--- config.mk ---
export PLATFORM = sky130hd
export DESIGN_NAME = two_port_fifo
export DESIGN_NICKNAME = d
export VERILOG_FILES = /design/src/rtl/two_port_fifo.sv
export SDC_FILE = /design/constraint.sdc
export NUM_CORES = 1
export LEC_CHECK = 0
export CORE_AREA = 2 2 166 168
export CTS_CLUSTER_SIZE = 28
export DETAILED_ROUTE_END_ITERATION = 8
export DIE_AREA = 0 0 168 170
export GPL_ROUTABILITY_DRIVEN = 0
export GPL_TIMING_DRIVEN = 0
export MAX_ROUTING_LAYER = met4
export PLACE_DENSITY_LB_ADDON = 0.3
export SLEW_MARGIN = 20
export SYNTH_ARGS = -nofsm -noshare
export SYNTH_HDL_FRONTEND = slang
export SYNTH_HIERARCHICAL = 1
export SYNTH_SLANG_ARGS = --single-unit
--- constraint.sdc ---
create_clock -name clk -period 5.4 [get_ports clk]
set_input_delay 0.54 -clock clk [delete_from_list [all_inputs] [get_ports clk]]
set_output_delay 0.54 -clock clk [all_outputs]
set_load 0.01 [all_outputs]
--- src/rtl/two_port_fifo.sv ---
// Single-clock first-word-fall-through FIFO over one twoPortMem instance.
// Optional parity protection is enabled with the TWO_PORT_FIFO_PARITY_EN macro.

module twoPortMem #(
   parameter int addresses = 32,
   parameter int width     = 8,
   parameter int muxFactor = 0
) (
   input  logic                         writeClk,
   input  logic                         writeEnable,
   input  logic [$clog2(addresses)-1:0] writeAddress,
   input  logic [width-1:0]             writeData,
   input  logic                         readClk,
   input  logic                         readEnable,
   input  logic [$clog2(addresses)-1:0] readAddress,
   output logic [width-1:0]             readData
);
   logic [width-1:0] r_mem [addresses];

   always_ff @(posedge writeClk)
      if (writeEnable) r_mem[writeAddress] <= writeData;

   // Read data is registered and holds while readEnable is low.
   if (muxFactor >= 0) begin : g_read
      always_ff @(posedge readClk)
         if (readEnable) readData <= r_mem[readAddress];
   end else begin : g_badMux
      assign readData = '0;
   end
endmodule

module two_port_fifo #(
   parameter int addresses        = 32,
   parameter int width            = 8,
   parameter int muxFactor        = 0,
   parameter int almostFullLevel  = 28,
   parameter int almostEmptyLevel = 4
) (
   input  logic                           clk,
   input  logic                           reset,
   input  logic                           writeEnable,
   input  logic [width-1:0]               writeData,
   output logic                           full,
   output logic                           almostFull,
   input  logic                           readEnable,
   output logic [width-1:0]               readData,
   output logic                           empty,
   output logic                           almostEmpty,
   output logic [$clog2(addresses):0]     level,
   output logic                           overflow,
   output logic                           underflow,
   output logic                           parityError
);
   localparam int addressWidth = $clog2(addresses);
`ifdef TWO_PORT_FIFO_PARITY_EN
   localparam int memWidth = width + 1;
`else
   localparam int memWidth = width;
`endif

   logic [addressWidth-1:0] r_wrPtr, r_rdPtr;
   logic [addressWidth:0]   r_level, r_memWords, w_levelNext, w_memWordsNext;
   logic                    r_headValid, r_inFlight;
   logic                    r_full, r_almostFull, r_almostEmpty, r_overflow, r_underflow;
   logic                    w_push, w_pop, w_refill;
   logic [memWidth-1:0]     w_memWrData, w_memRdData;

   assign w_push   = writeEnable && !r_full;
   assign w_pop    = readEnable && r_headValid;
   // While a read is in flight the head slot is already claimed.
   assign w_refill = (r_memWords != '0) && ((!r_headValid && !r_inFlight) || w_pop);

   assign w_levelNext    = r_level + (addressWidth+1)'(w_push) - (addressWidth+1)'(w_pop);
   assign w_memWordsNext = r_memWords + (addressWidth+1)'(w_push) - (addressWidth+1)'(w_refill);

`ifdef TWO_PORT_FIFO_PARITY_EN
   assign w_memWrData = {^writeData, writeData};
`else
   assign w_memWrData = writeData;
`endif

   twoPortMem #(.addresses(addresses), .width(memWidth), .muxFactor(muxFactor)) u_mem (
      .writeClk     (clk),
      .writeEnable  (w_push),
      .writeAddress (r_wrPtr),
      .writeData    (w_memWrData),
      .readClk      (clk),
      .readEnable   (w_refill),
      .readAddress  (r_rdPtr),
      .readData     (w_memRdData)
   );

   always_ff @(posedge clk) begin
      if (reset) begin
         r_wrPtr       <= '0;
         r_rdPtr       <= '0;
         r_level       <= '0;
         r_memWords    <= '0;
         r_headValid   <= 1'b0;
         r_inFlight    <= 1'b0;
         r_full        <= 1'b0;
         r_almostFull  <= 1'b0;
         r_almostEmpty <= 1'b1;
         r_overflow    <= 1'b0;
         r_underflow   <= 1'b0;
      end else begin
         if (w_push)   r_wrPtr <= r_wrPtr + 1'b1;
         if (w_refill) r_rdPtr <= r_rdPtr + 1'b1;
         r_level    <= w_levelNext;
         r_memWords <= w_memWordsNext;
         r_inFlight <= w_refill && !r_headValid;
         if (r_inFlight)             r_headValid <= 1'b1;
         else if (w_pop && !w_refill) r_headValid <= 1'b0;
         r_full        <= (w_levelNext == (addressWidth+1)'(addresses));
         r_almostFull  <= (w_levelNext >= (addressWidth+1)'(almostFullLevel));
         r_almostEmpty <= (w_levelNext <= (addressWidth+1)'(almostEmptyLevel));
         r_overflow    <= writeEnable && r_full;
         r_underflow   <= readEnable && !r_headValid;
      end
   end

`ifdef TWO_PORT_FIFO_PARITY_EN
   logic r_parityError;
   always_ff @(posedge clk)
      if (reset) r_parityError <= 1'b0;
      else       r_parityError <= w_pop && (^w_memRdData);
   assign parityError = r_parityError;
`else
   assign parityError = 1'b0;
`endif

   assign readData    = w_memRdData[width-1:0];
   assign empty       = !r_headValid;
   assign full        = r_full;
   assign almostFull  = r_almostFull;
   assign almostEmpty = r_almostEmpty;
   assign level       = r_level;
   assign overflow    = r_overflow;
   assign underflow   = r_underflow;
endmodule

# Word-level counts from Yosys, hierarchy flattened
# Memory sizes are Yosys's and may differ from the RTL's. A register that Yosys moved wholly into a read port is not among the register bits.
# Index checks and enable logic that the tools add are counted.
[word_totals]
ff_bits = 29
ramBits = 256
out_inout_bits = 21
elab_cells = 40
mem_count = 1
[mem_list]
columns = ["memory", "depth", "width", "read_ports", "rd_clocked_by_memory_dff", "write_ports", "line_no", "rtl"]
rows = [
  ["u_mem.r_mem", 32, 8, 1, 1, 1, "18", "logic [width-1:0] r_mem [addresses];"],
]
[classes]
n_addsub = 6
magnitude_cmp = 2
n_eq_ne = 1
n_mux = 4
n_reduce_logical = 15
[ops]
columns = ["op", "n"]
rows = [
  ["adder 6 x 1 -> 6 bit", 2],
  ["subtractor 6 x 1 -> 6 bit", 2],
  ["adder 5 x 1 -> 5 bit, second input constant", 2],
  ["logical AND 1 bit", 8],
  ["== test 6 bit, second input constant", 1],
  [">= comparator 6 x 5 -> 1 bit, second input constant", 1],
  ["<= comparator 6 x 3 -> 1 bit, second input constant", 1],
  ["nonzero test 6 bit", 1],
  ["zero test 1 bit", 4],
  ["2-to-1 mux 1 bit", 4],
  ["nonzero test 2 bit", 1],
  ["logical OR 1 bit", 1],
]

# Depth between registers and ports, before layout
# Gate-level depths: netlist of the first run.
[depth]
ltp_word = 8
depth_mapped = 13
ltp_nobuf = 13

# Cells and area by module
# The synthesis of the first run kept the hierarchy.
[by_module_without_submodules]
columns = ["mod", "n_inst", "cells_per_inst", "area_each_um2", "seq_area_each_um2"]
rows = [
  ["twoPortMem", 1, 417, 10133.5, 7927.6],
  ["two_port_fifo", 1, 163, 1501.4, 580.6],
]

# Worst setup path before layout of the first run
# No wires, ideal clock.
[synth_path]
path_type = "register -> register"
startpoint = "register r_memWords[2]"
endpoint = "register r_memWords[4]"
setup_time_ns = 0.128
arrival_ns = 2.323
setup_slack_ns = 2.949
stages_incl_launch_ff = 14
n_path_buf = 0
cell_sequence = "dfxtp_1 inv_1 ha_1 and4bb_1 a21oi_4 xnor2_1 ha_1 inv_1 fa_1 inv_1 a21oi_1 o21bai_1 xnor2_1 nor2_1"
[synth_between]
elab_chain_cells = 3
word_cells_on_any_way = 4
cone_classes = "add/sub (2); reduce/logical (2)"
[synth_rtl]
columns = ["element", "line_no", "rtl"]
rows = [
  ["start, declared", "62", "logic [addressWidth:0] r_level, r_memWords, w_levelNext, w_memWordsNext;"],
  ["start signal, assigned", "110", "r_memWords <= w_memWordsNext;"],
  ["nonzero test 6 bit", "71", "assign w_refill = (r_memWords != '0) && ((!r_headValid && !r_inFlight) || w_pop);"],
  ["logical AND 1 bit", "71", ""],
  ["net w_refill", "65", "logic w_push, w_pop, w_refill;"],
  ["subtractor 6 x 1 -> 6 bit", "74", "assign w_memWordsNext = r_memWords + (addressWidth+1)'(w_push) - (addressWidth+1)'(w_refill);"],
]
# The timed path passes the listed nets, and every way through them passes these cells.
# A chain may end at the register's enable or synchronous reset.

==> impl_metrics.json, run 1 <==
{
  "drt-total-wl_mm": 22.3,
  "startpoint_type": "flip-flop",
  "diodes": 0,
  "ant_nets": 0,
  "drt-initial-drc-count": 395,
  "hold_class": "flip-flop to flip-flop",
  "nNetsFinal": 670,
  "dpl-instance-area_mm2": 0.0124,
  "cts.sinks": 293,
  "grt_pass1_wl_mm": 34.4,
  "yosys.area_share.simple_pct": 4.55,
  "synth_compound_area_share_pct": 1.11,
  "ys_warn_count": 6,
  "cts_tree": "done",
  "cts_resized": 0,
  "port_buffers": 31,
  "drt_pass1_iterations": 4,
  "synthTopCellsByCount": "edfxtp_1, mux4_2, nor2_1",
  "synth_top_family_by_area": "multiplexers",
  "netlist_instances": 580,
  "synth_mux_area_share_pct": 16.3,
  "drv_slew": 0,
  "dpl.hpwl_mm": 14.9,
  "power_per_cell_area_mw_per_mm2": 461,
  "cp_max_fo": 10,
  "synth_xor_area_share_pct": 1.33,
  "synth_top_cell_by_area": "edfxtp_1",
  "setup_viol": 0,
  "die_area_mm2": 0.0286,
  "viasPerCell": 5.53,
  "synth_fa_ha_area_share_pct": 1.85,
  "rows": 60,
  "fmax_mhz": 318,
  "design_area_mm2": 0.0132,
  "syn_area_per_cell_um2": 20.1,
  "antenna_found_initial": 0,
  "rsz0062_at_grt": "no",
  "ys_ff_latch": 293,
  "tns_ps": 0,
  "synth.most_common_cell": "edfxtp_1",
  "wl_per_cell_um": 22.2,
  "synth_area_leaders": "edfxtp_1, mux4_2, dfxtp_1",
  "clock_path_buffers": 3,
  "root_buffer": "clkbuf_16",
  "cts_setup_buffers": 0,
  "tightest_slew_ps": 828,
  "overflow": 0,
  "period_share_pct": 58.3,
  "finClkSkew_ps": 12.3,
  "p_leak_uw": 0.00415,
  "drive_above_1_share_pct": 23.3,
  "start_util_pct": 43.7,
  "syn_to_final_growth_pct": 13.4,
  "vias": 5561,
  "synth_top_flop_cell": "edfxtp_1",
  "fin_util_pct": 49.5,
  "grt_max_degree": 33,
  "arrival_ps": 3430,
  "period_needed_ps": 3150,
  "netlist.area_leader.share_pct": 68.1,
  "ctsHoldBuffers": 0,
  "status": "completed",
  "numCtsBuffers": 29,
  "grt_use_total_pct": 16.6,
  "slew_headroom_pct": 44.6,
  "drc_errors": 0,
  "core_area_mm2": 0.0267,
  "dieWidth_um": 168,
  "ir_worst_vdd_mv": 0.278,
  "h-tree-depth": 1,
  "grt_pass1_vias": 5789,
  "clk_latency_ps": 540,
  "synthArstFlopShare_pct": 0,
  "drv_cap": 0,
  "ys_seq_area_share_pct": 73.1,
  "required_ps": 5680,
  "synth.cell_area_mm2": 0.0116,
  "io_pins": 33,
  "worstSetupPathType": "flip-flop to flip-flop",
  "synth_edf_count": 264,
  "hold_viol_final": 0,
  "synth_nets": 608,
  "clkTransAtPathRegs_ps": 60,
  "yosysUniqueCellTypes": 47,
  "die_h_um": 170,
  "crit_path_end_kind": "flip-flop"
}
==> registers in the layout, indices dropped and copies added (netlist names) <==
| name | flops |
|---|---|
| r_headValid | 1 |
| u_mem/r_mem | 256 |
| r_memWords | 6 |
| overflow | 1 |
| r_rdPtr | 5 |
| almostEmpty | 1 |
| full | 1 |
| r_inFlight | 1 |
| r_wrPtr | 5 |
| u_mem/readData | 8 |
| level | 6 |
| underflow | 1 |
| almostFull | 1 |
==> path summary, 6_finish.rpt <==
path | start | endpoint | slack (ps) | cells past startpoint
worst max-delay path | r_rdPtr[2]$_SDFFE_PP0N_ | u_mem/readData[7]$_DFFE_PP_ | 2250 | 5
worst min-delay path | r_inFlight$_SDFF_PP0_ | r_inFlight$_SDFF_PP0_ | 450 | 1
worst max register to register | r_rdPtr[2]$_SDFFE_PP0N_ | u_mem/readData[7]$_DFFE_PP_ | 2250 | 5
worst min register to register | r_inFlight$_SDFF_PP0_ | r_inFlight$_SDFF_PP0_ | 450 | 1
==> worst max-delay path: stages, from the launching register on <==
cell and delay, ps:
dfxtp_1 390, clkbuf_1 510, clkbuf_1 680, mux4_2 460, mux4_2 540, mux2_2 290
==> per-layer routing <==
metal | vias to the layer above | global-route usage [%] | routed length, µm | part of all wire (%)
met5 | - | - | 0 | 0
met4 | 0 | 4.61 | 535 | 2.4
met3 | 40 | 2.60 | 1130 | 5.1
met2 | 138 | 27.0 | 10900 | 49
met1 | 2928 | 22.0 | 9720 | 44
li1 | 2455 | - | - | -
==> report_power, final <==
group	leakage (µW)	internal [µW]	switching, µW	total [µW]
Clock	0.000418	1030	790	1820
Sequential	0.00262	2630	71.5	2700
Combinational	0.00111	779	792	1570
Total	0.00415	4440	1650	6090
==> cells in the final DEF, fill, tap and decap left out, types with 3 or more instances in the layout <==
cell | netlist | layout
clkdlybuf4s50_1 | 0 | 23
mux4_2 | 80 | 80
a21oi_1 | 6 | 6
nor2_1 | 58 | 58
nand2b_1 | 4 | 4
nand4_1 | 5 | 5
clkinv_1 | 0 | 10
buf_1 | 6 | 6
clkinv_2 | 0 | 4
clkbuf_1 | 9 | 14
mux2_2 | 8 | 8
ha_1 | 14 | 14
xnor2_1 | 6 | 6
inv_1 | 16 | 16
nand2_1 | 11 | 11
buf_4 | 7 | 7
buf_2 | 1 | 9
or3b_2 | 3 | 3
nand3b_1 | 5 | 5
dfxtp_1 | 29 | 29
nand3_1 | 3 | 3
clkbuf_16 | 0 | 29
edfxtp_1 | 264 | 264
xor2_1 | 8 | 8
==> cells by family (layout without fill, tap and decap cells) <==
group                      Yosys count  in the layout
and+or+nand+nor                    105            105
adders and majority gates           16             16
other                                1              1
buffers and inverters               42            126
muxes                               89             89
DFF                                293            293
xor gates and xnor gates            16             16
AOI/OAI and AO/OA                   18             18
==> cell type report <==
cell class                 instances  area, µm²
fill                            2109      13500
clock inverter                    19        120
sequential                       293       8510
timing repair buffer              31        270
buffer                            24        125
clock buffer                      34        744
inverter                          18       67.6
tap                              341        427
multi-input combinational        245       2930
==> per-stage QoR <==
step	total power (µW)	setup slack, ps	cells	hold slack (ps)
after floorplan	3850	2950	580	416
after global placement	4280	2230	952	431
after detailed placement	4330	2140	952	440
after CTS	6160	2220	1005	454
after global routing	6390	2170	1005	503
final	6090	2250	1005	454
(Power assumes the default switching activity.)
==> inputs of run 2 (changes only) <==
- clock period: 5.4 -> 2.7 ns (I/O delays scaled with it)
==> impl_metrics.json, run 2 (synthesized netlist as in run 1, its figures left out) <==
{
  "start_util_pct": 43.7,
  "timing.hold.ws_ps": 257,
  "grt_use_total_pct": 16.6,
  "required_ps": 2980,
  "cts_tree": "done",
  "tightest_slew_ps": 853,
  "clkPwrFrac_pct": 29.8,
  "setup_slack_ps": 47.0,
  "cts.sinks": 293,
  "drive_above_1_share_pct": 24.8,
  "period_share_pct": 98.3,
  "layout_common_cells": "edfxtp_1, mux4_2, nor2_1, dfxtp_1, clkbuf_16",
  "ctsHoldBuffers": 0,
  "die_area_mm2": 0.0286,
  "design_area_mm2": 0.0132,
  "setup_viol": 0,
  "grt_pass1_vias": 5796,
  "hold_class": "primary input to flip-flop",
  "dpl.hpwl_mm": 14.9,
  "status": "completed",
  "ir_worst_vdd_mv": 0.555,
  "ant_nets": 0,
  "nNetsFinal": 672,
  "worstSetupStartpoint": "r_rdPtr[2]$_SDFFE_PP0N_",
  "startpoint_type": "flip-flop",
  "fmax_mhz": 377,
  "largest_reg_flops": 256,
  "clock_path_buffers": 3,
  "worstSetupPathType": "flip-flop to flip-flop",
  "cp_max_fo": 10,
  "core_area_mm2": 0.0267,
  "clkTransAtPathRegs_ps": 60,
  "internal_power_uw": 8900,
  "reg2reg_setup_slack_ps": 50,
  "port_buffers": 31,
  "r2r_cells": 5,
  "hold_viol_final": 0,
  "grt_pass1_wl_mm": 34.4,
  "viasPerCell": 5.54,
  "root_buffer": "clkbuf_16",
  "hold_depth": 1,
  "swShare_pct": 27.1,
  "drv_cap": 0,
  "drt-initial-drc-count": 401,
  "crit_path_end_kind": "flip-flop",
  "switchingPower_uw": 3310,
  "period_needed_ps": 2650,
  "regMostFlops": "u_mem/r_mem",
  "numCtsBuffers": 29,
  "clk_latency_ps": 540,
  "tns_ps": 0,
  "grt_max_degree": 33,
  "rsz0062_at_grt": "no",
  "h-tree-depth": 1,
  "arrival_ps": 2930,
  "diodes": 0,
  "vias": 5579,
  "drc_errors": 0,
  "timing.rr.start": "r_rdPtr[2]$_SDFFE_PP0N_",
  "critPathCapture": "u_mem/readData[7]$_DFFE_PP_",
  "syn_to_final_growth_pct": 13.7,
  "timing.rr.end": "u_mem/readData[7]$_DFFE_PP_",
  "drt_pass1_iterations": 4,
  "fin_util_pct": 49.6,
  "wl_per_cell_um": 22.2,
  "dpl-instance-area_mm2": 0.0124,
  "fillers": 2105,
  "power_per_cell_area_mw_per_mm2": 924,
  "rows": 60,
  "p_leak_uw": 0.00419,
  "slew_headroom_pct": 42.9,
  "seqPwrFrac_pct": 44.2,
  "drt-total-wl_mm": 22.3,
  "reg_top3": "u_mem/r_mem: 256 flops, u_mem/readData: 8 flops",
  "dieWidth_um": 168,
  "io_pins": 33,
  "antenna_found_initial": 0,
  "mostFrequentLayoutCell": "edfxtp_1",
  "pwr-share-comb_pct": 26.0,
  "drv_slew": 0,
  "finClkSkew_ps": 13.0,
  "overflow": 0,
  "pre_cts_ws_ps": -456,
  "die_h_um": 170
}
==> run 2: cell types whose count changed in the layout (fill, tap and decap cells not counted), sizes merged <==
| cell | delta |
|---|---|
| buf | +2 |
==> run 2: worst max-delay path, stage by stage, from the launching register on <==
cell and delay (ps):
dfxtp_1 400, clkbuf_2 330, clkbuf_2 410, mux4_2 420, mux4_2 540, mux2_2 290
==> run 2: final cells by class <==
class	instances	area (µm²)	area share [%]
flip-flops and latches	293	8510	64.3
multi-input cells	245	2940	22.2
clock buffers	34	744	5.63
well taps	341	427	3.23
repair buffers	33	285	2.16
plain buffers	24	134	1.01
clock inverters	19	120	0.908
inverters	18	70.1	0.530
==> run 2: metrics by stage <==
stage / total power [µW] / cells
after floorplan: 7690 / 580
after global placement: 8550 / 952
after detailed placement: 8660 / 952
after CTS: 12400 / 1007
after global routing: 12800 / 1007
final: 12200 / 1007
==> run 2: routing by layer <==
layer / part of all wire [%] / GRT usage [%]
met1: 44 / 22.0
met2: 49 / 27.0
met3: 4.9 / 2.60
met4: 2.4 / 4.61
met5: 0 / -
==> run 2: power groups by stage <==
| stage | Sequential [µW] | Clock [µW] | Combinational [µW] |
|---|---|---|---|
| after floorplan | 5520 | 0 | 2180 |
| after global placement | 5480 | 0 | 3070 |
| after global routing | 5430 | 3920 | 3470 |
| after CTS | 5400 | 3730 | 3220 |
| final | 5400 | 3640 | 3180 |
| after detailed placement | 5500 | 0 | 3160 |
==> run 2: how the worst min path moves through the flow <==
stage,startpoint,endpoint
2_1_floorplan,writeData[0],u_mem/r_mem[0][0]$_DFFE_PP_
3_3_place_gp,r_inFlight$_SDFF_PP0_,r_inFlight$_SDFF_PP0_
3_5_place_dp,r_inFlight$_SDFF_PP0_,r_inFlight$_SDFF_PP0_
4_1_cts,writeEnable,overflow$_SDFF_PP0_
5_1_grt,writeData[6],u_mem/r_mem[9][6]$_DFFE_PP_
6_report,writeData[6],u_mem/r_mem[12][6]$_DFFE_PP_
==> run 2: timing repair <==
action / CTS / global route
resized for setup: 7 / 2
setup buffers: 2 / 0
setup endpoints to repair: 9 / 10
